**config.mk**
```make
export PLATFORM = sky130hd
export DESIGN_NAME = icache_refill_ctrl_flat
export DESIGN_NICKNAME = d
export VERILOG_FILES = /design/src/rtl/icache_refill_ctrl_if.sv /design/src/rtl/icache_refill_ctrl.sv /design/src/flat_wrapper.sv
export SDC_FILE = /design/constraint.sdc
export NUM_CORES = 1
export LEC_CHECK = 0
export ABC_AREA = 1
export CORE_MARGIN = 4
export CORE_UTILIZATION = 56
export DETAILED_ROUTE_END_ITERATION = 10
export GPL_TIMING_DRIVEN = 0
export PLACE_DENSITY_LB_ADDON = 0.12
export SLEW_MARGIN = 5
export SYNTH_ARGS = -nofsm -noshare
export SYNTH_HDL_FRONTEND = slang
export SYNTH_SLANG_ARGS = --single-unit
```
**constraint.sdc**
```tcl
create_clock -name clk_i -period 6.1 [get_ports clk_i]
set_input_delay 1.22 -clock clk_i [delete_from_list [all_inputs] [get_ports clk_i]]
set_output_delay 1.22 -clock clk_i [all_outputs]
set_load 0.05 [all_outputs]
```
**src/rtl/icache_refill_ctrl_if.sv**
```systemverilog
// Bundle of the fetch-lookup, memory-port and cache-fill signals around the I-cache refill
// sequencer. slave is the sequencer's view; master is the surrounding system's view.
interface icache_refill_ctrl_if;
  logic         cpu_valid;
  logic [31:0]  cpu_addr;
  logic         cache_hit;
  logic         stall;
  logic         mem_req;
  logic [31:0]  mem_addr;
  logic         mem_ready;
  logic [31:0]  mem_rdata;
  logic         fill_valid;
  logic [31:0]  fill_addr;
  logic [127:0] fill_data;
  logic         mem_err;
  logic [15:0]  miss_count;
  logic [15:0]  refill_cycles;

  modport slave (
    input  cpu_valid, cpu_addr, cache_hit, mem_ready, mem_rdata,
    output stall, mem_req, mem_addr, fill_valid, fill_addr, fill_data, mem_err,
    output miss_count, refill_cycles
  );

  modport master (
    output cpu_valid, cpu_addr, cache_hit, mem_ready, mem_rdata,
    input  stall, mem_req, mem_addr, fill_valid, fill_addr, fill_data, mem_err,
    input  miss_count, refill_cycles
  );
endinterface

```
**src/rtl/icache_refill_ctrl.sv**
```systemverilog
// Miss/refill sequencer for an 8-line x 128-bit direct-mapped I-cache: fetches a line as four
// 32-bit beats with timeout/retry. Optional miss/refill statistics under ICACHE_STATS_EN.
module icache_refill_ctrl #(
  parameter int unsigned TIMEOUT    = 64,
  parameter int unsigned LINE_WORDS = 4
) (
  input  logic                        clk_i,
  input  logic                        rst_ni,
  icache_refill_ctrl_if.slave         bus_io
);

  if (LINE_WORDS != 4) begin : g_bad_line_words
    $error("LINE_WORDS must be 4 (128-bit line)");
  end
  if (TIMEOUT < 2 || TIMEOUT > 255) begin : g_bad_timeout
    $error("TIMEOUT must be in 2..255");
  end

  localparam logic [7:0] TmoLast = 8'(TIMEOUT - 1);

  typedef enum logic [2:0] {StIdle, StBeat, StRetry, StFill, StResync} state_e;

  state_e        state_q, state_d;
  logic [1:0]    beat_q, beat_d;
  logic [7:0]    tmo_q, tmo_d;
  logic [31:0]   miss_addr_q, miss_addr_d;
  logic [127:0]  line_q, line_d;
  logic [31:0]   fill_addr_q, fill_addr_d;
  logic [127:0]  fill_data_q, fill_data_d;
  logic          mem_err;
  logic          miss;

  assign miss = bus_io.cpu_valid & ~bus_io.cache_hit;

  always_comb begin
    state_d     = state_q;
    beat_d      = beat_q;
    tmo_d       = tmo_q;
    miss_addr_d = miss_addr_q;
    line_d      = line_q;
    fill_addr_d = fill_addr_q;
    fill_data_d = fill_data_q;
    mem_err     = 1'b0;

    unique case (state_q)
      StIdle: begin
        if (miss) begin
          miss_addr_d = {bus_io.cpu_addr[31:4], 4'b0000};
          beat_d      = 2'd0;
          tmo_d       = 8'd0;
          state_d     = StBeat;
        end
      end
      StBeat: begin
        if (bus_io.mem_ready) begin
          line_d[32*beat_q +: 32] = bus_io.mem_rdata;
          beat_d                  = beat_q + 2'd1;
          tmo_d                   = 8'd0;
          if (beat_q == 2'd3) begin
            fill_data_d = line_d;
            fill_addr_d = miss_addr_q;
            state_d     = StFill;
          end
        end else if (tmo_q == TmoLast) begin
          // Give up on this attempt; the partial line is thrown away.
          mem_err = 1'b1;
          beat_d  = 2'd0;
          tmo_d   = 8'd0;
          line_d  = '0;
          state_d = StRetry;
        end else begin
          tmo_d = tmo_q + 8'd1;
        end
      end
      StRetry:  state_d = StBeat;
      StFill:   state_d = StResync;
      // Lets the cache's registered hit flag see the new line before we return to IDLE.
      StResync: state_d = StIdle;
      default:  state_d = StIdle;
    endcase
  end

  always_ff @(posedge clk_i or negedge rst_ni) begin
    if (!rst_ni) begin
      state_q     <= StIdle;
      beat_q      <= 2'd0;
      tmo_q       <= 8'd0;
      miss_addr_q <= '0;
      line_q      <= '0;
      fill_addr_q <= '0;
      fill_data_q <= '0;
    end else begin
      state_q     <= state_d;
      beat_q      <= beat_d;
      tmo_q       <= tmo_d;
      miss_addr_q <= miss_addr_d;
      line_q      <= line_d;
      fill_addr_q <= fill_addr_d;
      fill_data_q <= fill_data_d;
    end
  end

  assign bus_io.stall      = (state_q != StIdle) | miss;
  assign bus_io.mem_req    = (state_q == StBeat);
  assign bus_io.mem_addr   = miss_addr_q;
  assign bus_io.fill_valid = (state_q == StFill);
  assign bus_io.fill_addr  = fill_addr_q;
  assign bus_io.fill_data  = fill_data_q;
  assign bus_io.mem_err    = mem_err;

`ifdef ICACHE_STATS_EN
  logic [15:0] miss_count_q, refill_cycles_q;

  always_ff @(posedge clk_i or negedge rst_ni) begin
    if (!rst_ni) begin
      miss_count_q    <= '0;
      refill_cycles_q <= '0;
    end else begin
      if (state_q == StIdle && state_d == StBeat && miss_count_q != 16'hFFFF) begin
        miss_count_q <= miss_count_q + 16'd1;
      end
      if (state_q != StIdle && refill_cycles_q != 16'hFFFF) begin
        refill_cycles_q <= refill_cycles_q + 16'd1;
      end
    end
  end

  assign bus_io.miss_count    = miss_count_q;
  assign bus_io.refill_cycles = refill_cycles_q;
`else
  assign bus_io.miss_count    = 16'h0000;
  assign bus_io.refill_cycles = 16'h0000;
`endif

endmodule

```
**src/flat_wrapper.sv**
```systemverilog
// flat-port wrapper written by rule: the top's interface ports become plain ports
module icache_refill_ctrl_flat 
#(
  parameter int unsigned TIMEOUT    = 64,
  parameter int unsigned LINE_WORDS = 4
)
  (clk_i, rst_ni, bus_io_cpu_valid, bus_io_cpu_addr, bus_io_cache_hit, bus_io_mem_ready, bus_io_mem_rdata, bus_io_stall, bus_io_mem_req, bus_io_mem_addr, bus_io_fill_valid, bus_io_fill_addr, bus_io_fill_data, bus_io_mem_err, bus_io_miss_count, bus_io_refill_cycles);
  icache_refill_ctrl_if bus_io_i ();
  input  logic clk_i;
  input  logic rst_ni;
  input wire logic [$bits(bus_io_i.cpu_valid)-1:0] bus_io_cpu_valid;
  input wire logic [$bits(bus_io_i.cpu_addr)-1:0] bus_io_cpu_addr;
  input wire logic [$bits(bus_io_i.cache_hit)-1:0] bus_io_cache_hit;
  input wire logic [$bits(bus_io_i.mem_ready)-1:0] bus_io_mem_ready;
  input wire logic [$bits(bus_io_i.mem_rdata)-1:0] bus_io_mem_rdata;
  output wire logic [$bits(bus_io_i.stall)-1:0] bus_io_stall;
  output wire logic [$bits(bus_io_i.mem_req)-1:0] bus_io_mem_req;
  output wire logic [$bits(bus_io_i.mem_addr)-1:0] bus_io_mem_addr;
  output wire logic [$bits(bus_io_i.fill_valid)-1:0] bus_io_fill_valid;
  output wire logic [$bits(bus_io_i.fill_addr)-1:0] bus_io_fill_addr;
  output wire logic [$bits(bus_io_i.fill_data)-1:0] bus_io_fill_data;
  output wire logic [$bits(bus_io_i.mem_err)-1:0] bus_io_mem_err;
  output wire logic [$bits(bus_io_i.miss_count)-1:0] bus_io_miss_count;
  output wire logic [$bits(bus_io_i.refill_cycles)-1:0] bus_io_refill_cycles;
  assign bus_io_i.cpu_valid = bus_io_cpu_valid;
  assign bus_io_i.cpu_addr = bus_io_cpu_addr;
  assign bus_io_i.cache_hit = bus_io_cache_hit;
  assign bus_io_i.mem_ready = bus_io_mem_ready;
  assign bus_io_i.mem_rdata = bus_io_mem_rdata;
  assign bus_io_stall = bus_io_i.stall;
  assign bus_io_mem_req = bus_io_i.mem_req;
  assign bus_io_mem_addr = bus_io_i.mem_addr;
  assign bus_io_fill_valid = bus_io_i.fill_valid;
  assign bus_io_fill_addr = bus_io_i.fill_addr;
  assign bus_io_fill_data = bus_io_i.fill_data;
  assign bus_io_mem_err = bus_io_i.mem_err;
  assign bus_io_miss_count = bus_io_i.miss_count;
  assign bus_io_refill_cycles = bus_io_i.refill_cycles;
  icache_refill_ctrl #(.TIMEOUT(TIMEOUT), .LINE_WORDS(LINE_WORDS)) u_core (.clk_i(clk_i), .rst_ni(rst_ni), .bus_io(bus_io_i));
endmodule
```
**After elaboration in Yosys (flattened, before gate mapping)**

Index checks and enable logic that the tools add are counted.

- Flip-flop bits (word level): 325
- Bits of input ports: 69
- Output and inout bits: 228
- Word-level logic and storage cells: 52

- Add/sub/neg operators: 3
- Eq/ne operators: 8
- Shift operators: 2
- Mux-type cells: 19
- Bitwise operators: 3
- Reduce and logical (&&, ||, !) cells: 10

Operators by type and width:

| kind | number |
|---|---|
| 2-to-1 mux 128 bit | 2 |
| bitwise mux 128 bit | 1 |
| variable shift 32 x 34 -> 128 bit (first input constant) | 1 |
| indexed part select 32 x 34 -> 128 bit | 1 |
| negator 7 -> 34 bit | 1 |
| 2-to-1 mux 8 bit | 3 |
| one-hot mux 8 bit (2 select lines) | 1 |
| 2-to-1 mux 3 bit | 4 |
| one-hot mux 3 bit (4 select lines) | 1 |
| AND reduction 3 bit | 3 |
| adder 8 x 1 -> 8 bit (second input constant) | 1 |
| == test 8 x 6 -> 1 bit (second input constant) | 1 |
| == test 3 x 2 -> 1 bit (second input constant) | 2 |
| 2-to-1 mux 2 bit | 3 |
| inequality test 3 x 2 -> 1 bit (second input constant) | 2 |
| AND reduction 2 bit | 3 |
| one-hot mux 2 bit (2 select lines) | 1 |
| nonzero test 2 bit | 2 |
| == test 3 x 1 -> 1 bit (second input constant) | 1 |
| zero test 3 bit | 1 |
| 2-to-1 mux 1 bit | 3 |
| nonzero test 3 bit | 1 |
| adder 2 x 1 -> 2 bit (second input constant) | 1 |
| == test 2 bit (second input constant) | 1 |
| 4 further kinds | 4 |

**Depth between registers and ports, before layout**

- Word-level depth: 4
- Depth in mapped cells: 11
- Depth with buffers taken out: 8

**Worst setup path after synthesis**

Ideal clock, no wire load.

- Path kind: input-to-output
- Start: in bus_io_mem_ready
- End: out bus_io_mem_err
- Arrival: 2317 ps
- Required time: 4880 ps
- Slack: 2563 ps
- Cell stages on the path: 1
- Buffers on the path: 0
- Path through: nor3_1

- Cells in the longest elaborated chain, start to end: 2

Ends and longest elaborated chain:

| item | line | RTL |
|---|---|---|
| from (decl) | flat_wrapper.sv:14 | `input wire logic [$bits(bus_io_i.mem_ready)-1:0] bus_io_mem_ready;` |
| 2-to-1 mux 1 bit | icache_refill_ctrl.sv:55 | `if (bus_io.mem_ready) begin` |
| 2-to-1 mux 1 bit | icache_refill_ctrl.sv:45 | `unique case (state_q)` |
| to (decl) | flat_wrapper.sv:22 | `output wire logic [$bits(bus_io_i.mem_err)-1:0] bus_io_mem_err;` |

Every way passes these cells.

**Final worst setup path**

- Start: in bus_io_cpu_valid
- End: out bus_io_stall

- Cells in the longest elaborated chain, start to end: 2

Ends and longest elaborated chain:

| item | line | RTL |
|---|---|---|
| from (decl) | flat_wrapper.sv:11 | `input wire logic [$bits(bus_io_i.cpu_valid)-1:0] bus_io_cpu_valid;` |
| AND 1 bit | icache_refill_ctrl.sv:33 | `assign miss = bus_io.cpu_valid & ~bus_io.cache_hit;` |
| OR 1 bit | icache_refill_ctrl.sv:103 | `assign bus_io.stall = (state_q != StIdle) \| miss;` |
| to (decl) | flat_wrapper.sv:16 | `output wire logic [$bits(bus_io_i.stall)-1:0] bus_io_stall;` |

Every way passes these cells.

==> load_flow_metrics.sql <==
INSERT INTO impl_metrics (metric_group, metric, value, unit) VALUES
('route', 'detailedRoute.firstPassIterationCount', '6', ''),
('worst_setup_path', 'critPathSlowestCell', 'sky130_fd_sc_hd__clkdlybuf4s50_1', ''),
('route', 'initial_detailed_routing_violation_count', '1259', ''),
('worst_setup_path', 'cp.required', '4.88', 'ns'),
('worst_setup_path', 'rr_endpoint', 'u_core.bus_io.fill_data[28]', ''),
('sta', 'layout_worst_path_cycle_share', '0.6667', ''),
('yosys', 'post-synth-top-count-cell', 'sky130_fd_sc_hd__nand2_1', ''),
('worst_setup_path', 'cpMostUsedCell', 'sky130_fd_sc_hd__clkdlybuf4s50_1', ''),
('yosys', 'yosysWarningCount', '0', ''),
('worst_setup_path', 'cp_max_fo', '3', ''),
('worst_setup_path', 'critical_path_depth', '4', ''),
('clocking', 'cts_hold_buffers', '0', ''),
('grt', 'antenna_violations_before_repair', '1', ''),
('floorplan', 'die-height', '170.3', 'um'),
('worst_setup_path', 'worst_r2r_startpoint', 'u_core.beat_q[0]', ''),
('yosys', 'synth_area_leaders', 'sky130_fd_sc_hd__dfrtp_1 55%, sky130_fd_sc_hd__nand2_1 23%, sky130_fd_sc_hd__inv_1 3.5%', ''),
('yosys', 'synthDistinctLibCells', '29', ''),
('sta', 'report.final.slew_viol_count', '0', ''),
('yosys', 'postSynth.asyncResetShare', '1.000', ''),
('status', 'outcome', 'finished clean', ''),
('place', 'place_hpwl', '30.93', 'mm'),
('yosys', 'synth.top_cells.by_count', '908 x sky130_fd_sc_hd__nand2_1, 325 x sky130_fd_sc_hd__dfrtp_1, 137 x sky130_fd_sc_hd__inv_1, 91 x sky130_fd_sc_hd__o21ai_0, 64 x sky130_fd_sc_hd__o22ai_1', ''),
('layout', 'finish.net_count', '2241', ''),
('floorplan', 'fp.dieArea', '0.02900', 'mm^2'),
('yosys', 'synth_seq_cells', '325', ''),
('worst_setup_path', 'critical_path.max_stage_delay', '0.88', 'ns'),
('layout', 'final_util', '0.7321', ''),
('place', 'globalplace.congestion', '0.8685', ''),
('sta', 'report.final.setup_viol', '0', ''),
('worst_setup_path', 'buffers_plus_inverters_on_the_worst_setup_path', '3', ''),
('sta', 'timing.slew.headroom', '0.5822', ''),
('floorplan', 'initial_core_util', '0.5677', ''),
('worst_setup_path', 'cpLargestDelayFamily', 'buffers and inverters', ''),
('yosys', 'netlist.area_leader.share', '0.5513', ''),
('clocking', 'post_cts.repair.setup_buffers', '0', ''),
('worst_setup_path', 'crit_end', 'bus_io_stall', ''),
('grt', 'groute.usage.overall', '0.2903', ''),
('floorplan', 'core', '0.02598', 'mm^2'),
('yosys', 'postSynthAreaPerCell', '8.043', 'um^2'),
('worst_setup_path', 'slack_of_the_worst_reg_to_reg_path', '3.30', 'ns'),
('yosys', 'ys.flop_type', 'sky130_fd_sc_hd__dfrtp_1', ''),
('clocking', 'cts.htree.levels', '2', ''),
('route', 'finalWirelength', '42.81', 'mm'),
('clocking', 'tritoncts', 'done', ''),
('sta', 'achievable-frequency', '0.2459', 'GHz'),
('sta', 'final_worst_hold_slack', '0.4714', 'ns'),
('route', 'post_drt_via_cell_ratio', '5.204', ''),
('clocking', 'cts_sinks', '325', ''),
('route', 'route.detailed.wl_per_inst', '16.98', 'um'),
('clocking', 'cts_resized', '0', ''),
('route', 'final_antenna_net_count', '0', ''),
('sta', 'period_needed', '4.067', 'ns'),
('clocking', 'cts_buffer_depth', '3', ''),
('floorplan', 'boundaryPins', '297', ''),
('sta', 'final.setup.worst_slack', '2.033', 'ns'),
('grt', 'grt_pass1_wl', '67.07', 'mm'),
('worst_setup_path', 'startpoint_class_of_the_critical_path', 'input pin', ''),
('pwr', 'power_density', '547.9', 'mW/mm^2'),
('pwr', 'power.static_leakage', '9.911', 'nW'),
('layout', 'n_antenna_cell', '0', ''),
('yosys', 'cell_type_contributing_the_most_total_cell_area_after_synthesis', 'sky130_fd_sc_hd__dfrtp_1', ''),
('grt', 'global_route_congestion_overflow_total', '0', ''),
('route', 'drc', '0', ''),
('route', 'num_vias', '13130', ''),
('place', 'place_worst_setup_slack', '2.026', 'ns'),
('floorplan', 'num_rows', '59', ''),
('clocking', 'clk_pin_slew_worst_paths', '0.06', 'ns'),
('pwr', 'vdd_ir_drop_max', '0.0003975', 'V'),
('layout', 'final_layout_size_suffix_gt1_frac', '0.09556', ''),
('worst_setup_path', 'worstPathCellList', 'clkdlybuf4s50_1 -> inv_1 -> o211ai_1 -> clkdlybuf4s50_1', ''),
('sta', 'skew', '0.01235', 'ns');
[where the power goes]
part	internal (mW)	total [mW]	leakage [nW]	switching (mW)
Combinational	1.54	5.01	5.01	3.47
Clock	1.20	2.04	0.540	0.842
Sequential	2.90	3.37	4.36	0.462
Total	5.65	10.4	9.91	4.78
[metrics by stage]
stage               instances  TNS (ns)  total power, mW  area, um^2
global route             2522         0            10.95       19020
global placement         2460  -3321.71            8.262       17840
finish                   2522         0            10.42       19020
floorplan                1873         0            6.646       14900
detailed placement       2463         0            8.361       17930
CTS                      2522         0            10.43       19020
[final cells by class]
cell class / count / area, um^2
Buffer: 141 / 892.1
Clock buffer: 54 / 1070
Clock inverter: 5 / 27.53
Fill cell: 1999 / 6960
Inverter: 142 / 533.0
Multi-Input combinational cell: 1265 / 5340
Sequential cell: 325 / 8133
Tap cell: 335 / 419.2
Timing Repair Buffer: 255 / 2610
[cells in the final DEF, fill, tap and decap left out, types with 4 or more instances in the layout]
| cell | synthesis | final |
|---|---|---|
| sky130_fd_sc_hd__inv_1 | 137 | 137 |
| sky130_fd_sc_hd__nand2_1 | 908 | 908 |
| sky130_fd_sc_hd__a21oi_1 | 28 | 28 |
| sky130_fd_sc_hd__nand3_1 | 20 | 20 |
| sky130_fd_sc_hd__buf_12 | 5 | 5 |
| sky130_fd_sc_hd__o22ai_1 | 64 | 64 |
| sky130_fd_sc_hd__clkinv_2 | 0 | 4 |
| sky130_fd_sc_hd__clkbuf_1 | 34 | 43 |
| sky130_fd_sc_hd__inv_2 | 4 | 4 |
| sky130_fd_sc_hd__clkbuf_16 | 0 | 37 |
| sky130_fd_sc_hd__dfrtp_1 | 325 | 325 |
| sky130_fd_sc_hd__buf_2 | 48 | 48 |
| sky130_fd_sc_hd__buf_6 | 9 | 9 |
| sky130_fd_sc_hd__clkbuf_8 | 0 | 8 |
| sky130_fd_sc_hd__buf_1 | 4 | 4 |
| sky130_fd_sc_hd__clkdlybuf4s50_1 | 0 | 251 |
| sky130_fd_sc_hd__conb_1 | 1 | 40 |
| sky130_fd_sc_hd__buf_4 | 41 | 41 |
| sky130_fd_sc_hd__nand4_1 | 5 | 5 |
| sky130_fd_sc_hd__nor2_1 | 42 | 42 |
| sky130_fd_sc_hd__nand2_2 | 43 | 43 |
| sky130_fd_sc_hd__o21ai_0 | 91 | 91 |
| sky130_fd_sc_hd__ha_1 | 7 | 7 |
| sky130_fd_sc_hd__o21ai_1 | 6 | 6 |
[worst min-delay path, stage by stage, from the launching register on]
cell and delay (ns):
sky130_fd_sc_hd__dfrtp_1 0.34, sky130_fd_sc_hd__nand2_1 0.05, sky130_fd_sc_hd__nand2_1 0.05
[sequential cells by signal, summed over array words and instances (netlist names)]
signal                   cells
u_core.bus_io.mem_addr      28
u_core.state_q               3
u_core.tmo_q                 8
u_core.beat_q                2
u_core.bus_io.fill_data    128
u_core.bus_io.fill_addr     28
u_core.line_q              128
[kinds of logic after synthesis]
logic type,synth area share
AO/OA/AOI/OAI,0.07057
flip-flops,0.5513
XOR/XNOR,0.0005938
buffers and inverters,0.09661
adder cells (fa/ha/maj),0.005937
other,0.0002542
AND/OR/NAND/NOR,0.2747
[how the worst min path moves through the flow]
stage | start | endpoint | cells after the start | slack [ns]
after floorplan | u_core.line_q[100] | u_core.line_q[100] | 2 | 0.44
after global placement | u_core.line_q[48] | u_core.line_q[48] | 2 | 0.45
after detailed placement | u_core.line_q[106] | u_core.line_q[106] | 2 | 0.46
after CTS | u_core.line_q[124] | u_core.line_q[124] | 2 | 0.47
after global routing | u_core.line_q[77] | u_core.line_q[77] | 2 | 0.48
final | u_core.line_q[104] | u_core.line_q[104] | 2 | 0.47
[routing by layer]
metal | GRT usage | part of all wire | vias up
met3 | 0.07224 | 0.10 | 111
li1 | - | - | 6209
met5 | 0 | 0 | -
met2 | 0.4766 | 0.47 | 607
met1 | 0.3791 | 0.39 | 6198
met4 | 0.1017 | 0.038 | 0
No activity file was read; power rests on OpenSTA's default activity.
